[config.mk]
export PLATFORM = sky130hd
export DESIGN_NAME = cpu_seq_ctrl
export DESIGN_NICKNAME = d
export VERILOG_FILES = /design/src/rtl/cpu_seq_ctrl.sv
export SDC_FILE = /design/constraint.sdc
export NUM_CORES = 1
export LEC_CHECK = 0
export BUFFER_PORTS_ARGS = -buffer_cell sky130_fd_sc_hd__buf_2
export CORE_MARGIN = 4
export CORE_UTILIZATION = 39
export DETAILED_ROUTE_END_ITERATION = 8
export PLACE_DENSITY = 0.77
export SYNTH_ARGS = -nofsm -noshare
export SYNTH_HDL_FRONTEND = slang
export SYNTH_SLANG_ARGS = --single-unit
[constraint.sdc]
create_clock -name clk -period 1.58 [get_ports clk]
set_input_delay 0.158 -clock clk [delete_from_list [all_inputs] [get_ports clk]]
set_output_delay 0.158 -clock clk [all_outputs]
set_load 0.03 [all_outputs]
[src/rtl/cpu_seq_ctrl.sv]
// cpu_seq_ctrl: multi-cycle sequencer for the dCPU core.
// Steps each instruction through FETCH, DECODE, EXEC, optional MEM and WB.
// Runs the instruction/data memory req/ack handshakes under a timeout watchdog.
// Stops in HALT on a halt instruction and in FAULT on a memory timeout.
// Optional feature macro: PERF_COUNTER_EN builds the cycle and retired-instruction
// counters. Without it, cycle_cnt and instret_cnt are tied to zero.
module cpu_seq_ctrl #(
  parameter int MEM_TIMEOUT = 16
) (
  input  logic        clk,
  input  logic        rst,
  output logic        imem_req,
  input  logic        imem_ack,
  output logic        ir_we,
  input  logic        dec_is_load,
  input  logic        dec_is_store,
  input  logic        dec_is_halt,
  input  logic        dec_reg_we,
  input  logic        branch_taken,
  output logic        dmem_req,
  output logic        dmem_we,
  input  logic        dmem_ack,
  output logic        rf_we,
  output logic        wb_sel,
  output logic        pc_we,
  output logic        pc_sel,
  output logic        halted,
  output logic        fault,
  output logic [2:0]  state,
  output logic [31:0] cycle_cnt,
  output logic [31:0] instret_cnt
);

  localparam int WW = $clog2(MEM_TIMEOUT + 1);
  // The last request cycle that may still see an ack before the watchdog fires.
  localparam logic [WW-1:0] WAIT_LAST = WW'(MEM_TIMEOUT - 1);

  typedef enum logic [2:0] {
    S_FETCH  = 3'd0,
    S_DECODE = 3'd1,
    S_EXEC   = 3'd2,
    S_MEM    = 3'd3,
    S_WB     = 3'd4,
    S_HALT   = 3'd5,
    S_FAULT  = 3'd6
  } state_t;

  state_t        state_q, state_d;
  logic [WW-1:0] wait_cnt_q, wait_cnt_d;
  logic          l_load_q, l_load_d;
  logic          l_store_q, l_store_d;
  logic          l_we_q, l_we_d;
  logic          l_taken_q, l_taken_d;

  // State, watchdog and latched decoder/ALU flags.
  always_ff @(posedge clk) begin
    if (rst) begin
      state_q    <= S_FETCH;
      wait_cnt_q <= '0;
      l_load_q   <= 1'b0;
      l_store_q  <= 1'b0;
      l_we_q     <= 1'b0;
      l_taken_q  <= 1'b0;
    end else begin
      state_q    <= state_d;
      wait_cnt_q <= wait_cnt_d;
      l_load_q   <= l_load_d;
      l_store_q  <= l_store_d;
      l_we_q     <= l_we_d;
      l_taken_q  <= l_taken_d;
    end
  end

  // Next-state logic, flag capture and watchdog counting.
  always_comb begin
    state_d    = state_q;
    wait_cnt_d = wait_cnt_q;
    l_load_d   = l_load_q;
    l_store_d  = l_store_q;
    l_we_d     = l_we_q;
    l_taken_d  = l_taken_q;
    case (state_q)
      S_FETCH: begin
        if (imem_ack) begin
          state_d = S_DECODE;
        end else if (wait_cnt_q == WAIT_LAST) begin
          state_d = S_FAULT;
        end else begin
          wait_cnt_d = wait_cnt_q + WW'(1);
        end
      end
      S_DECODE: begin
        // Decoder flags are only guaranteed stable here, so capture them now.
        l_load_d  = dec_is_load;
        l_store_d = dec_is_store;
        l_we_d    = dec_reg_we;
        state_d   = dec_is_halt ? S_HALT : S_EXEC;
      end
      S_EXEC: begin
        l_taken_d = branch_taken;
        state_d   = (l_load_q || l_store_q) ? S_MEM : S_WB;
      end
      S_MEM: begin
        if (dmem_ack) begin
          state_d = S_WB;
        end else if (wait_cnt_q == WAIT_LAST) begin
          state_d = S_FAULT;
        end else begin
          wait_cnt_d = wait_cnt_q + WW'(1);
        end
      end
      S_WB:    state_d = S_FETCH;
      S_HALT:  state_d = S_HALT;
      S_FAULT: state_d = S_FAULT;
      default: state_d = S_FETCH;
    endcase
    // Every state change starts a fresh watchdog window for the next request.
    if (state_d != state_q) begin
      wait_cnt_d = '0;
    end
  end

  // Output decode from the state register and latched flags.
  always_comb begin
    imem_req = 1'b0;
    ir_we    = 1'b0;
    dmem_req = 1'b0;
    dmem_we  = 1'b0;
    rf_we    = 1'b0;
    wb_sel   = 1'b0;
    pc_we    = 1'b0;
    pc_sel   = 1'b0;
    halted   = 1'b0;
    fault    = 1'b0;
    case (state_q)
      S_FETCH: begin
        imem_req = 1'b1;
        ir_we    = imem_ack;
      end
      S_MEM: begin
        dmem_req = 1'b1;
        dmem_we  = l_store_q;
      end
      S_WB: begin
        pc_we  = 1'b1;
        pc_sel = l_taken_q;
        rf_we  = l_we_q & ~l_store_q;
        wb_sel = l_load_q;
      end
      S_HALT:  halted = 1'b1;
      S_FAULT: fault  = 1'b1;
      default: ;
    endcase
  end

  assign state = state_q;

`ifdef PERF_COUNTER_EN
  logic [31:0] cycle_cnt_q;
  logic [31:0] instret_cnt_q;

  // Active-cycle and retired-instruction counters; both wrap naturally.
  always_ff @(posedge clk) begin
    if (rst) begin
      cycle_cnt_q   <= '0;
      instret_cnt_q <= '0;
    end else begin
      if (state_q != S_HALT && state_q != S_FAULT) begin
        cycle_cnt_q <= cycle_cnt_q + 32'd1;
      end
      if (state_q == S_WB) begin
        instret_cnt_q <= instret_cnt_q + 32'd1;
      end
    end
  end

  assign cycle_cnt   = cycle_cnt_q;
  assign instret_cnt = instret_cnt_q;
`else
  assign cycle_cnt   = '0;
  assign instret_cnt = '0;
`endif

endmodule

======== After elaboration in Yosys (flattened, before gate mapping) ========
Index checks and enable logic that the tools add are counted.
cells by class
  order comparisons ....................... 0
  multiply operators ...................... 0
  eq/ne operators ......................... 10
  shift-type cells ........................ 0
  reductions and logical operators ........ 5
  mux-type cells .......................... 20
  div/mod/pow operators ................... 0
  add/subtract/negate cells ............... 1
  bitwise operators ....................... 2
operators by type and width
  operator               number
  $pmux W3 S6            1
  $mux W3                5
  $mux W5                3
  $mux W1                10
  $pmux W5 S2            1
  $eq A3 B3 Y1 const B   3
  $eq A3 B2 Y1 const B   2
  $add A5 B1 Y5 const B  1
  $eq A5 B4 Y1 const B   1
  $ne A2 B2 Y1 const B   2
  $eq A3 B1 Y1 const B   1
  $logic_not A3 Y1       1
  $ne A3 B3 Y1           1
  $reduce_and A3 Y1      1
  $reduce_bool A2 Y1     1
  $reduce_or A2 Y1       1
  $and A1 B1 Y1          1
  $logic_or A1 B1 Y1     1
  $not A1 Y1             1
storage, ports and cells
  logic and storage cells ................. 44
  bits in read-only memories .............. 0
  memories ................................ 0
  latch bits .............................. 0
  input port bits ......................... 9
  RAM bits ................................ 0
  register bits after elaboration ......... 12

======== Logic depth before layout (Yosys ltp) ========
  word-level depth ........................ 6
  mapped depth ............................ 7
  depth with buffers taken out ............ 7

======== Worst setup path before layout ========
Ideal clock, no wire load.
  kind .................................... register to output
  start point ............................. reg state_q[0], in the netlist state[0]
  end point ............................... out rf_we
  required time ........................... 1422 ps
  cell stages (with the launch flop) ...... 4
  setup slack ............................. -486 ps
  path buffers ............................ 1
  data arrival time ....................... 1908 ps
  cells stage by stage .................... dfxtp_1 buf_6 or2_1 nor4b_1
on the way
  word-level cells in the longest chain between the ends .. 2
ends and longest elaborated chain
  item                    line  text
  from (decl)             48    state_t state_q, state_d;
  from (signal assigned)  65    state_q <= state_d;
  $eq A3 B3 Y1            135   case (state_q)
  $mux W1                 135
  to (decl)               23    output logic rf_we,
Every way passes these cells.

======== Worst setup path in the final report ========
Same ends and word-level chain as after synthesis.

==> metrics.cfg <==
[clocking]
cts-root-buf = clkbuf_4
cts_max_level = 1
holdBufCountCts = 0
cts.sinks = 12
cts_tree = built
path_clk_slew_ns = 0.07
numCtsBuffers = 3
clock_latency_ns = 0.26
cts.path.max_buffers = 2

[worst_setup_path]
reg2reg_slack_ns = -0.04
cp_cell_sequence = buf_6 > or2_4 > nor4b_4 > buf_6
cp.required_ns = 1.42
critical_path_arrival_ns = 1.48
path_class = reg -> out
path_max_fanout = 6
critPathLaunch = state[0]
r2r_cells = 7
crit_top_cell = buf_6
r2r-end = wait_cnt_q[2]
startpoint_type = flip-flop
r2r-start = wait_cnt_q[0]
slowest_stage = dfxtp_4
cpPeakStageDelay_ns = 0.37
cp-end-kind = output port

[hold_path]
whs_path_depth = 3
min_to = l_load_q
holdCritPathClass = in -> reg
min_from = dec_is_load

[global_routing]
use_met2_pct = 17.1
groute.usage.overall_pct = 10.9
grtUsageMet3_pct = 2.16
antenna_found_initial = 0
busiest_layer = met2
grt_pass1_vias = 846
gr-usage-met1_pct = 14.0
grt_pass1_wl_um = 3820
overflow = 0
grt_max_degree = 14

[sta]
drv_slew = 0
grt_setup_unrepaired = true
whs_ns = 0.124
fin_ws_ns = -0.0580
finalHoldViolCount = 0
post-route-min-period_ns = 1.64
setup_tns_ns = -0.271
fin_skew_ns = 0.00181
finalCritPeriodShare_pct = 104
setup_viol = 7
fmax_mhz = 611

[power]
combPwrFrac_pct = 51.2
p_sw_share_pct = 47.3
switchingPower_mw = 0.508
clockPowerShare_pct = 16.7
ir_worst_vdd_mv = 0.313
seqPwrFrac_pct = 32.1
internal_power_mw = 0.564
power_leakage_nw = 0.728
power_density_nw_per_um2 = 712

[place]
placedInstanceArea_um2 = 1340
place.gp.congestion = 0.788
hpwl_um = 2070
portBuffers = 21

[floorplan]
chipWidth_um = 67.3
num_rows = 21
fp.coreArea_um2 = 3360
start_util_pct = 40.8
die_area_um2 = 4530
die_h_um = 67.3
ioPinCount = 86

[drt]
drt_iter0_markers = 30
drc = 0
wl_per_cell_um = 10.7
wl_um = 2660
final_antenna_net_count = 0
drt-pass1-iter-count = 4
vias = 1040
viasPerCell = 4.19

[synthesis]
yosys_most_used_dff = dfxtp_1
synth_area_per_cell_um2 = 8.07
synth_edf_count = 0
netlist_instances = 170
ys_ff_latch = 12
yosysWarnings = 0
post_synth_num_cell_types = 41
netlist_area_um2 = 1370
ys_async_sr_fraction_pct = 0
yosysSeqAreaShare_pct = 17.5

[outcome]
status = finished with violations
violations = negative setup slack

[final_layout]
drive_above_1_share_pct = 33.2
fin_nets = 215
n_antenna_cell = 0
stdcell_area_um2 = 1510
area_growth_pct = 9.76

[job]
cap_violations = 0

[flip-flops by register name, indices dropped and copies added, names as in the netlist]
| register | cells |
|---|---|
| l_load_q | 1 |
| l_taken_q | 1 |
| l_store_q | 1 |
| state | 3 |
| wait_cnt_q | 5 |
| l_we_q | 1 |
[worst max-delay path, delay by kind of cell, from the launching register on]
kind / cells / cell delay [ns]
simple gates: 2 / 0.55
flops: 1 / 0.37
buf+inv: 2 / 0.30
[area by class of cell]
cell class,count,area [um^2]
clock buffer,3,22.5
multi-input combinational,146,913
sequential,12,251
timing repair buffer,38,249
fill,344,1860
inverter,3,11.3
tap,46,57.6
[worst max-delay path by stage]
stage / end / slack (ns)
floorplan: rf_we / -0.08
global route: wait_cnt_q[1] / -0.13
global placement: wait_cnt_q[2] / -0.08
detailed placement: wait_cnt_q[3] / -0.15
finish: rf_we / -0.06
CTS: wait_cnt_q[2] / -0.08
[cells in the final DEF, fill, tap and decap left out, types with 2 or more instances in the layout]
cell / instances
a21oi_1: 5
and2_1: 2
and3_1: 5
and3b_1: 2
buf_2: 18
buf_4: 16
buf_6: 3
clkbuf_4: 3
conb_1: 64
dfxtp_1: 7
dfxtp_2: 3
dfxtp_4: 2
ha_4: 2
inv_1: 2
mux2i_1: 5
nand2_1: 3
nand2b_1: 3
nor2_1: 9
nor3_1: 6
nor3_2: 6
nor3b_1: 4
o211ai_1: 3
o21a_1: 2
xor2_1: 3
[power groups by stage]
| stage | Combinational, mW | Sequential [mW] | Clock, mW |
|---|---|---|---|
| floorplan | 0.547 | 0.353 | 0 |
| finish | 0.549 | 0.344 | 0.179 |
| detailed placement | 0.493 | 0.354 | 0 |
| global route | 0.591 | 0.346 | 0.206 |
| CTS | 0.510 | 0.348 | 0.187 |
| global placement | 0.491 | 0.353 | 0 |
[cells in the mapped netlist (3+ instances only)]
cell type | count | share of area, %
buf_4 | 64 | 35
xor2_1 | 3 | 1.9
o211ai_1 | 3 | 1.6
a21oi_1 | 5 | 1.8
buf_6 | 4 | 3.3
nand2b_1 | 3 | 1.4
nand2_1 | 3 | 0.82
nor3_1 | 10 | 3.6
dfxtp_1 | 12 | 18
nor2_1 | 11 | 3.0
and3_1 | 6 | 2.7
mux2i_1 | 5 | 3.6
nor3b_1 | 5 | 2.7
[metrics by stage]
stage               setup slack, ns  instances  power, mW  utilization, %
finish                      -0.0580        248       1.07            44.8
global placement            -0.0774        238      0.844            39.8
global route                 -0.131        248       1.14            44.8
CTS                         -0.0800        244       1.05            43.0
detailed placement           -0.150        238      0.848            39.8
floorplan                   -0.0811        233      0.900               -
[timing repair]
item                                    CTS  global route
endpoints found under the setup margin   12            10
buffers inserted                          3             4
resized for setup                        17             7
pin swaps                                 7             3
[kinds of logic (layout without fill, tap and decap cells)]
logic type	count (synthesis)	in the layout	share of synthesized area (%)
multiplexers	6	6	4.74
AO/OA/AOI/OAI	21	21	12.1
XOR/XNOR	4	4	2.56
other	1	64	0.273
flip-flops	12	12	17.5
AND/OR/NAND/NOR	49	49	20.5
buffers and inverters	75	44	40.4
adder cells (fa/ha/maj)	2	2	1.82
[per-layer routing]
metal	wire (um)	share of wire (%)	vias up
li1	-	-	512
met1	1080	40	474
met2	1310	49	50
met3	233	8.8	4
met4	38	1.4	0
met5	0	0	-
(Power assumes the default switching activity.)
